--- src/rtl/conv1d_mem_sched.sv ---
// conv1d_mem_sched: sequencer/arbiter for the conv1d single-port SRAM (NumWords x 32).
// While idle the host owns the SRAM. A job fetches the kernel words, streams the input
// words to the MAC datapath and writes the returned results back to SRAM.
//
// Ports:
//   clk_i, rst_ni                 clock, synchronous active-low reset
//   start_i                       job start pulse (ignored unless idle)
//   in_base_i, in_len_i           input vector base address / length in words
//   k_base_i, k_len_i             kernel base address / number of taps
//   out_base_i                    output base address
//   ext_gnt_o                     1: host owns SRAM, 0: accelerator owns SRAM
//   mem_req_o, mem_we_o,
//   mem_be_o, mem_addr_o,
//   mem_wdata_o                   internal SRAM request
//   k_valid_o, k_idx_o            SRAM rdata this cycle is kernel tap k_idx_o
//   x_valid_o                     SRAM rdata this cycle is the next input sample
//   res_valid_i, res_data_i       result from the datapath
//   busy_o, done_o, err_o         job status (err_o sticky until the next valid start)
module conv1d_mem_sched #(
  parameter int unsigned NumWords  = 128,
  parameter int unsigned AddrWidth = $clog2(NumWords),
  parameter int unsigned MaxKLen   = 16,
  parameter int unsigned LenWidth  = 8
) (
  input  logic                 clk_i,
  input  logic                 rst_ni,
  input  logic                 start_i,
  input  logic [AddrWidth-1:0] in_base_i,
  input  logic [LenWidth-1:0]  in_len_i,
  input  logic [AddrWidth-1:0] k_base_i,
  input  logic [4:0]           k_len_i,
  input  logic [AddrWidth-1:0] out_base_i,
  output logic                 ext_gnt_o,
  output logic                 mem_req_o,
  output logic                 mem_we_o,
  output logic [3:0]           mem_be_o,
  output logic [AddrWidth-1:0] mem_addr_o,
  output logic [31:0]          mem_wdata_o,
  output logic                 k_valid_o,
  output logic [3:0]           k_idx_o,
  output logic                 x_valid_o,
  input  logic                 res_valid_i,
  input  logic [31:0]          res_data_i,
  output logic                 busy_o,
  output logic                 done_o,
  output logic                 err_o
);

  typedef enum logic [2:0] {StIdle, StLoadK, StStream, StFlush, StDone} state_e;

  localparam logic [4:0] MaxKLenW = 5'(MaxKLen);

  state_e               state_q, state_d;
  logic [AddrWidth-1:0] in_base_q, k_base_q, out_base_q;
  logic [LenWidth-1:0]  in_len_q;
  logic [4:0]           k_len_q;
  logic [4:0]           i_q, i_d;
  logic [LenWidth-1:0]  j_q, j_d;
  logic [LenWidth-1:0]  o_q, o_d;
  logic                 err_q, err_d;
  logic                 k_valid_q, k_valid_d;
  logic [3:0]           k_idx_q, k_idx_d;
  logic                 x_valid_q, x_valid_d;
  logic                 cfg_load;
  logic                 cfg_bad;
  logic [LenWidth-1:0]  n_out;
  logic [LenWidth-1:0]  o_inc;

  assign cfg_bad = (k_len_i == 5'd0) || (k_len_i > MaxKLenW) ||
                   (LenWidth'(k_len_i) > in_len_i);
  assign n_out   = in_len_q - LenWidth'(k_len_q) + LenWidth'(1);
  assign o_inc   = o_q + LenWidth'(1);

  always_comb begin
    state_d     = state_q;
    i_d         = i_q;
    j_d         = j_q;
    o_d         = o_q;
    err_d       = err_q;
    k_valid_d   = 1'b0;
    k_idx_d     = k_idx_q;
    x_valid_d   = 1'b0;
    cfg_load    = 1'b0;
    ext_gnt_o   = 1'b1;
    mem_req_o   = 1'b0;
    mem_we_o    = 1'b0;
    mem_be_o    = 4'h0;
    mem_addr_o  = '0;
    mem_wdata_o = '0;
    busy_o      = 1'b0;
    done_o      = 1'b0;

    unique case (state_q)
      StIdle: begin
        if (start_i) begin
          if (cfg_bad) begin
            err_d   = 1'b1;
            state_d = StDone;
          end else begin
            cfg_load = 1'b1;
            err_d    = 1'b0;
            i_d      = '0;
            j_d      = '0;
            o_d      = '0;
            state_d  = StLoadK;
          end
        end
      end
      StLoadK: begin
        ext_gnt_o  = 1'b0;
        busy_o     = 1'b1;
        mem_req_o  = 1'b1;
        mem_addr_o = k_base_q + AddrWidth'(i_q);
        k_valid_d  = 1'b1;
        k_idx_d    = i_q[3:0];
        i_d        = i_q + 5'd1;
        if (i_q == k_len_q - 5'd1) state_d = StStream;
      end
      StStream: begin
        ext_gnt_o = 1'b0;
        busy_o    = 1'b1;
        mem_req_o = 1'b1;
        if (res_valid_i) begin
          // Write-back wins the port; the pending input read retries next cycle.
          mem_we_o    = 1'b1;
          mem_be_o    = 4'hF;
          mem_addr_o  = out_base_q + AddrWidth'(o_q);
          mem_wdata_o = res_data_i;
          o_d         = o_inc;
        end else begin
          mem_addr_o = in_base_q + AddrWidth'(j_q);
          x_valid_d  = 1'b1;
          j_d        = j_q + LenWidth'(1);
          if (j_q == in_len_q - LenWidth'(1)) state_d = StFlush;
        end
      end
      StFlush: begin
        ext_gnt_o = 1'b0;
        busy_o    = 1'b1;
        if (res_valid_i) begin
          mem_req_o   = 1'b1;
          mem_we_o    = 1'b1;
          mem_be_o    = 4'hF;
          mem_addr_o  = out_base_q + AddrWidth'(o_q);
          mem_wdata_o = res_data_i;
          o_d         = o_inc;
          if (o_inc == n_out) state_d = StDone;
        end else if (o_q == n_out) begin
          // All results already landed while still streaming.
          state_d = StDone;
        end
      end
      StDone: begin
        done_o  = 1'b1;
        state_d = StIdle;
      end
      default: state_d = StIdle;
    endcase
  end

  always_ff @(posedge clk_i) begin
    if (!rst_ni) begin
      state_q    <= StIdle;
      in_base_q  <= '0;
      in_len_q   <= '0;
      k_base_q   <= '0;
      k_len_q    <= '0;
      out_base_q <= '0;
      i_q        <= '0;
      j_q        <= '0;
      o_q        <= '0;
      err_q      <= 1'b0;
      k_valid_q  <= 1'b0;
      k_idx_q    <= '0;
      x_valid_q  <= 1'b0;
    end else begin
      state_q   <= state_d;
      i_q       <= i_d;
      j_q       <= j_d;
      o_q       <= o_d;
      err_q     <= err_d;
      k_valid_q <= k_valid_d;
      k_idx_q   <= k_idx_d;
      x_valid_q <= x_valid_d;
      if (cfg_load) begin
        in_base_q  <= in_base_i;
        in_len_q   <= in_len_i;
        k_base_q   <= k_base_i;
        k_len_q    <= k_len_i;
        out_base_q <= out_base_i;
      end
    end
  end

  assign k_valid_o = k_valid_q;
  assign k_idx_o   = k_idx_q;
  assign x_valid_o = x_valid_q;
  assign err_o     = err_q;

endmodule

--- config.mk ---
export PLATFORM = sky130hd
export DESIGN_NAME = conv1d_mem_sched
export DESIGN_NICKNAME = d
export VERILOG_FILES = /design/src/rtl/conv1d_mem_sched.sv
export SDC_FILE = /design/constraint.sdc
export NUM_CORES = 1
export LEC_CHECK = 0
export CORE_ASPECT_RATIO = 1.75
export CORE_MARGIN = 10
export CORE_UTILIZATION = 45
export DETAILED_ROUTE_END_ITERATION = 8
export GPL_TIMING_DRIVEN = 0
export PLACE_DENSITY = 0.75
export SLEW_MARGIN = 20
export SYNTH_ARGS = -nofsm -noshare
export SYNTH_HDL_FRONTEND = slang
export SYNTH_SLANG_ARGS = --single-unit
export TNS_END_PERCENT = 30
--- constraint.sdc ---
create_clock -name clk_i -period 3.7 [get_ports clk_i]
set_clock_uncertainty 0.2 [all_clocks]
set_input_delay 0.555 -clock clk_i [delete_from_list [all_inputs] [get_ports clk_i]]
set_output_delay 0.555 -clock clk_i [all_outputs]
set_load 0.01 [all_outputs]
==> results.tsv, run 1 <==
metric	value	unit
chip height	154.7	um
critical path data arrival time	2830	ps
Tmin final	3581	ps
startpoint types	input port	
Crit Path Category	input port to output port	
Die ar.	15010	sq um
Hold WC Path Type	flop to flop	
status	completed	
Net Count, Synth	714	
first-pass GRT wire length	23520	um
Combinational Power Share	47.6	%
Netlist cell types	55	
TritonCTS sink count	65	
pin count of the biggest net entering global routing	15	
endpoints failing setup	0	
HPWL Detailed	12260	um
max-slew violations	0	
# Post-CTS Setup Buffers	0	
fin area	6349	sq um
number of fillers in the final layout	867	
count leader, synth	nand2_1	
nets	848	
RSZ-0062 raised after global routing	no	
Max-slew headroom	53.20	%
CTS tree	done	
dpl cells	850	
Crit-path slowest cell	clkdlybuf4s50_1	
Avg WL per Cell	17.18	um
Sw Ratio	38.72	%
area post-placement	6058	sq um
share of layout cells above drive strength 1	5.548	%
GRT Total Usage	19.26	%
endpoint class of the critical path	output port	
Post-Syn Instances	600	
Tcrit/Tclk final	96.78	%
syn avg cell area	7.780	sq um
Total Wirelength	14880	um
Critical Path RT	2940	ps
ANT cells	0	
Mapped Area	4668	sq um
die width	96.99	um
antenna violations before repair	0	
CP max stage delay	610	ps
Antenna Nets Post-Route	0	
vias in the first global route	4809	
CTS buffer count	9	
drt first pass iters	4	
# rows	49	
IO Pins	125	
Hold Slack	267.4	ps
CP cell instances	clkdlybuf4s50_1 -> nand2_1 -> or2_2 -> inv_1 -> clkbuf_4 -> buf_4 -> a22oi_1 -> o21ai_0 -> clkdlybuf4s50_1	
Placeable Area	10240	sq um
DR WL met2	8257	um
Static Leakage	0.002586	uW
CTS clk-pin slew, worst paths	60	ps
fmax	279.3	MHz
met3 wire len	729	um
Internal	1908	uW
top post-synthesis cells by count	89 x nand2_1, 65 x a21oi_1, 65 x dfxtp_1	
worst-path fanout max	10	
Power Total	3114	uW
max layer used	met4	
Synth warnings	0	
clock group share of total power	24.6	%
top cell type's share of synthesized area	27.87	%
GRT Residual Overflow	0	
Residual DRC	0	
area grow syn2layout	36.00	%
PortBufs	123	
Starting Density	45.59	%
Max clock buf depth	2	
most area-hungry cell type in the Yosys netlist	dfxtp_1	
most used flip-flop cell after synthesis	dfxtp_1	
Clock Root Buffer	clkbuf_16	
DRT iter0 DRCs	189	
Max Cap Viol	0	
Synth area leaders	dfxtp_1 28%, ha_1 11%, nand2_1 7.2%	
vias per cell	5.448	
net switching power	1206	uW
share of flip-flops with an asynchronous set or reset	0	%
CP most frequent cell	clkdlybuf4s50_1	
Pwr Density	490.6	nW/um^2
Max VDD drop	0.3030	mV
# H-tree levels	3	
Synth Register Bits	65	
final hold vios	0	
Post-Route M1 WL	5026	um
Sequential Power Share	27.8	%
Worst Tran Pin Value	698.2	ps
Post-synth EDFFs	0	
via count	4718	
sequential element share of the synthesized area	27.87	%
Clock Latency Late Sink	330	ps
fin cells	866	
RePlAce Congestion	0.8762	
critical path, delay by kind of cell:
| family | cells | cell delay (ps) |
|---|---|---|
| compound gates | 2 | 220 |
| simple gates | 2 | 410 |
| buf+inv | 5 | 1630 |
registers in the layout, summed over array words and instances, names as in the netlist:
| register | cells |
|---|---|
| k_base_q | 7 |
| o_q | 8 |
| in_base_q | 7 |
| k_len_q | 5 |
| out_base_q | 7 |
| state_q | 3 |
| j_q | 8 |
| x_valid_o | 1 |
| i_q | 5 |
| err_o | 1 |
| in_len_q | 8 |
| k_idx_o | 4 |
| k_valid_o | 1 |
layout by cell type, fill, tap and decap left out, types with 23 or more instances in the layout:
master / netlist / layout
a21oi_1: 65 / 63
and2_1: 37 / 37
xnor2_1: 34 / 34
ha_1: 40 / 40
nand2_1: 89 / 89
nor2_1: 38 / 37
o21ai_0: 24 / 24
inv_1: 33 / 33
clkbuf_1: 26 / 23
dfxtp_1: 65 / 63
clkdlybuf4s50_1: 0 / 122
metal layers:
layer  global-route usage, %  vias up
met5                       0        -
met4                   13.83        0
met3                   3.747       50
met2                   37.05      162
met1                   17.23     2189
li1                        -     2317
final timing paths:
check / start / to / slack (ps) / cells past startpoint
worst min register to register: in_base_q[3] / in_base_q[3] / 270 / 2
worst max-delay path: res_valid_i / mem_addr_o[4] / 120 / 9
worst max register to register: in_len_q[1] / state_q[0] / 180 / 13
worst min-delay path: in_base_q[3] / in_base_q[3] / 270 / 2
kinds of logic after synthesis:
| kind of cell | after synthesis | synth area share, % |
|---|---|---|
| and+or+nand+nor | 227 | 23.35 |
| AOI/OAI and AO/OA | 137 | 18.28 |
| buffers and inverters | 66 | 5.763 |
| DFF | 65 | 27.87 |
| xor gates and xnor gates | 57 | 11.44 |
| adders and majority gates | 44 | 12.44 |
| muxes | 4 | 0.8577 |
power groups by stage:
stage,sequential (uW),combinational (uW),clock [uW]
2_1_floorplan,852,977,0
5_1_grt,874,1620,806
4_1_cts,863,1480,775
3_3_place_gp,875,1430,0
3_5_place_dp,876,1470,0
6_report,866,1480,766
cell type report:
class / instances / area [sq um] / area share [%]
buffer: 33 / 155.1 / 2.444
clock buffer: 10 / 229.0 / 3.607
clock inverter: 6 / 35.03 / 0.5518
inverter: 33 / 123.9 / 1.951
multi-input combinational: 469 / 3113 / 49.03
sequential: 65 / 1304 / 20.54
tap: 127 / 158.9 / 2.503
timing repair buffer: 123 / 1230 / 19.37
per-stage QoR:
step                      setup TNS [ps]  utilization (%)  setup WS [ps]
after floorplan                        0                -          519.0
after global placement             -2627            59.17         -365.2
after detailed placement           -3953            59.17         -413.6
after CTS                         -12.28            61.86         -12.28
after global routing                   0            62.01          5.622
final                                  0            62.01          119.3
what timing repair did:
| item | in CTS | in global routing |
|---|---|---|
| pin swaps | 0 | 1 |
| gates resized for setup | 7 | 8 |
| setup endpoints to repair | 30 | 26 |
| hold buffers | 0 | 0 |
No activity file was read; power rests on OpenSTA's default activity.
==> run 2, diff against run 1 <==
- CTS_BUF_LIST: not set -> sky130_fd_sc_hd__clkbuf_2
==> results.tsv, run 2 (synthesis results as in run 1) <==
metric	value	unit	change
antenna violations before repair	1		was 0
final hold vios	0		unchanged
Worst Min Path Start	rst_ni		was in_base_q[3]
CP top delay family	compound AO/OA/AOI/OAI gates		was buffers and inverters
RR Endpoint	state_q[0]		unchanged
RePlAce Congestion	0.8762		unchanged
drt first pass iters	4		unchanged
CP cell instances	ha_1 -> fa_2 -> a21o_1 -> a21oi_2 -> o21bai_1 -> a21oi_1 -> xnor2_1 -> a22oi_1 -> o21ai_0 -> clkdlybuf4s15_1		was clkdlybuf4s50_1 -> nand2_1 -> or2_2 -> inv_1 -> clkbuf_4 -> buf_4 -> a22oi_1 -> o21ai_0 -> clkdlybuf4s50_1
vias per cell	5.384		was 5.448
Max VDD drop	0.2332	mV	was 0.3030 mV
TritonCTS sink count	65		unchanged
Hold Slack	259.0	ps	was 267.4 ps
Crit-path slowest cell	dfxtp_4		was clkdlybuf4s50_1
CTS buffer count	9		unchanged
chip height	154.7	um	unchanged
Max Cap Viol	0		unchanged
GRT Total Usage	19.02	%	was 19.26%
buffer and inverter count on the worst path	1		was 5
Max clock buf depth	2		unchanged
area grow syn2layout	33.26	%	was 36.00%
worst-path fanout max	5		was 10
pin count of the biggest net entering global routing	15		unchanged
Pwr Density	438.2	nW/um^2	was 490.6 nW/um^2
nets	849		was 848
fmax	280.4	MHz	was 279.3 MHz
reg2reg start	in_len_q[1]		unchanged
endpoints failing setup	0		unchanged
dpl cells	850		unchanged
Tcrit/Tclk final	96.37	%	was 96.78%
PortBufs	123		unchanged
RSZ-0062 raised after global routing	yes		was no
commonest non-fill, non-tap cell in the layout	clkdlybuf4s50_1		unchanged
CP max stage delay	410	ps	was 610 ps
die width	96.99	um	unchanged
Critical Path RT	2940	ps	about the same
# rows	49		unchanged
Placeable Area	10240	sq um	unchanged
# H-tree levels	3		unchanged
Hold WC Path Type	input port to flop		was flop to flop
Total Wirelength	14850	um	was 14,880 um
Starting Density	45.59	%	unchanged
share of layout cells above drive strength 1	7.432	%	was 5.548%
fin cells	868		was 866
setup slack at placement	-413.6	ps	unchanged
Max-slew headroom	55.21	%	was 53.20%
Die ar.	15010	sq um	unchanged
via count	4673		was 4,718
Final WS setup	134.2	ps	was 119.3 ps
Layout Utilization	60.76	%	was 62.01%
WHS Endpoint	state_q[1]		was in_base_q[3]
biggest regs	in_len_q x8, j_q x8, o_q x8		unchanged
first-pass GRT wire length	23340	um	was 23,520 um
DRT iter0 DRCs	275		was 189
IO Pins	125		unchanged
status	completed		unchanged
startpoint types	flop		was input port
critical path data arrival time	2810	ps	was 2830 ps
worst reg2reg path depth	13		unchanged
most frequent cells in the layout	119 x clkdlybuf4s50_1, 89 x nand2_1, 61 x a21oi_1		was 122 x clkdlybuf4s50_1, 89 x nand2_1, 63 x a21oi_1, 63 x dfxtp_1, 40 x ha_1
hold path cells	2		unchanged
Avg WL per Cell	17.10	um	was 17.18 um
Residual DRC	0		unchanged
Antenna Nets Post-Route	0		unchanged
CTS clk-pin slew, worst paths	210	ps	was 60 ps
vias in the first global route	4690		was 4,809
HPWL Detailed	12260	um	unchanged
GRT Residual Overflow	0		unchanged
CTS tree	done		unchanged
Clock Latency Late Sink	540	ps	was 330 ps
max-slew violations	0		unchanged
endpoint class of the critical path	output port		unchanged
Clock Root Buffer	clkbuf_2		was clkbuf_16
Tmin final	3566	ps	was 3581 ps
flop-to-flop setup slack	190	ps	was 180 ps
Static Leakage	0.002575	uW	was 0.002586 uW
Crit Path Category	flop to output port		was input port to output port
Worst Tran Pin Value	668.2	ps	was 698.2 ps
==> run 2: cell count changes in the layout (fill, tap and decap cells not counted), moves of 3 or more <==
cell / previous run / this run
clkbuf_16: 9 / 0
dfxtp_4: 0 / 4
clkbuf_1: 23 / 18
clkbuf_2: 2 / 14
clkdlybuf4s50_1: 122 / 119
dfxtp_1: 63 / 58
==> run 2: cell type report <==
cell class	count	area, sq um
multi-input combinational	469	3123
antenna	1	2.502
timing repair buffer	125	1250
fill	891	4018
clock buffer	10	50.05
clock inverter	6	35.03
inverter	33	123.9
tap	127	158.9
sequential	65	1320
buffer	32	157.7
==> run 2: worst max-delay path by stage <==
stage	startpoint	to	slack [ps]	depth (start not counted)
final	o_q[0]	mem_addr_o[6]	130	10
after global placement	res_valid_i	mem_addr_o[4]	-370	9
after detailed placement	res_valid_i	mem_addr_o[4]	-410	9
after floorplan	in_len_q[1]	state_q[0]	520	12
after CTS	i_q[1]	mem_addr_o[5]	-30	9
after global routing	o_q[0]	mem_addr_o[6]	-50	10
==> run 2: per-stage QoR <==
step / instance area [sq um] / power, uW / setup TNS (ps)
global route: 6221 / 2913 / -47.36
finish: 6221 / 2726 / 0
detailed placement: 6058 / 2344 / -3953
floorplan: 4668 / 1829 / 0
CTS: 6168 / 2716 / -33.21
global placement: 6058 / 2302 / -2627
==> run 2: what timing repair did <==
action	in CTS	in global routing
buffers inserted	0	2
pin swaps	0	2
gates resized for setup	17	21
gates cloned	0	0
hold buffers	0	0
setup endpoints to repair	43	35
==> run 2: power breakdown <==
| part | total [uW] | internal [uW] | leakage, uW | switching, uW |
|---|---|---|---|---|
| clock | 364 | 85.7 | 0.0000575 | 278 |
| sequential | 879 | 784 | 0.000532 | 94.9 |
| combinational | 1480 | 690 | 0.00199 | 794 |
==> run 2: per-layer routing <==
metal / vias up / track usage [%] / share of wire (%)
li1: 2321 / - / -
met1: 2162 / 17.55 / 35
met2: 148 / 37.05 / 56
met3: 42 / 3.702 / 4.8
met4: 0 / 11.22 / 4.4
met5: - / 0 / 0
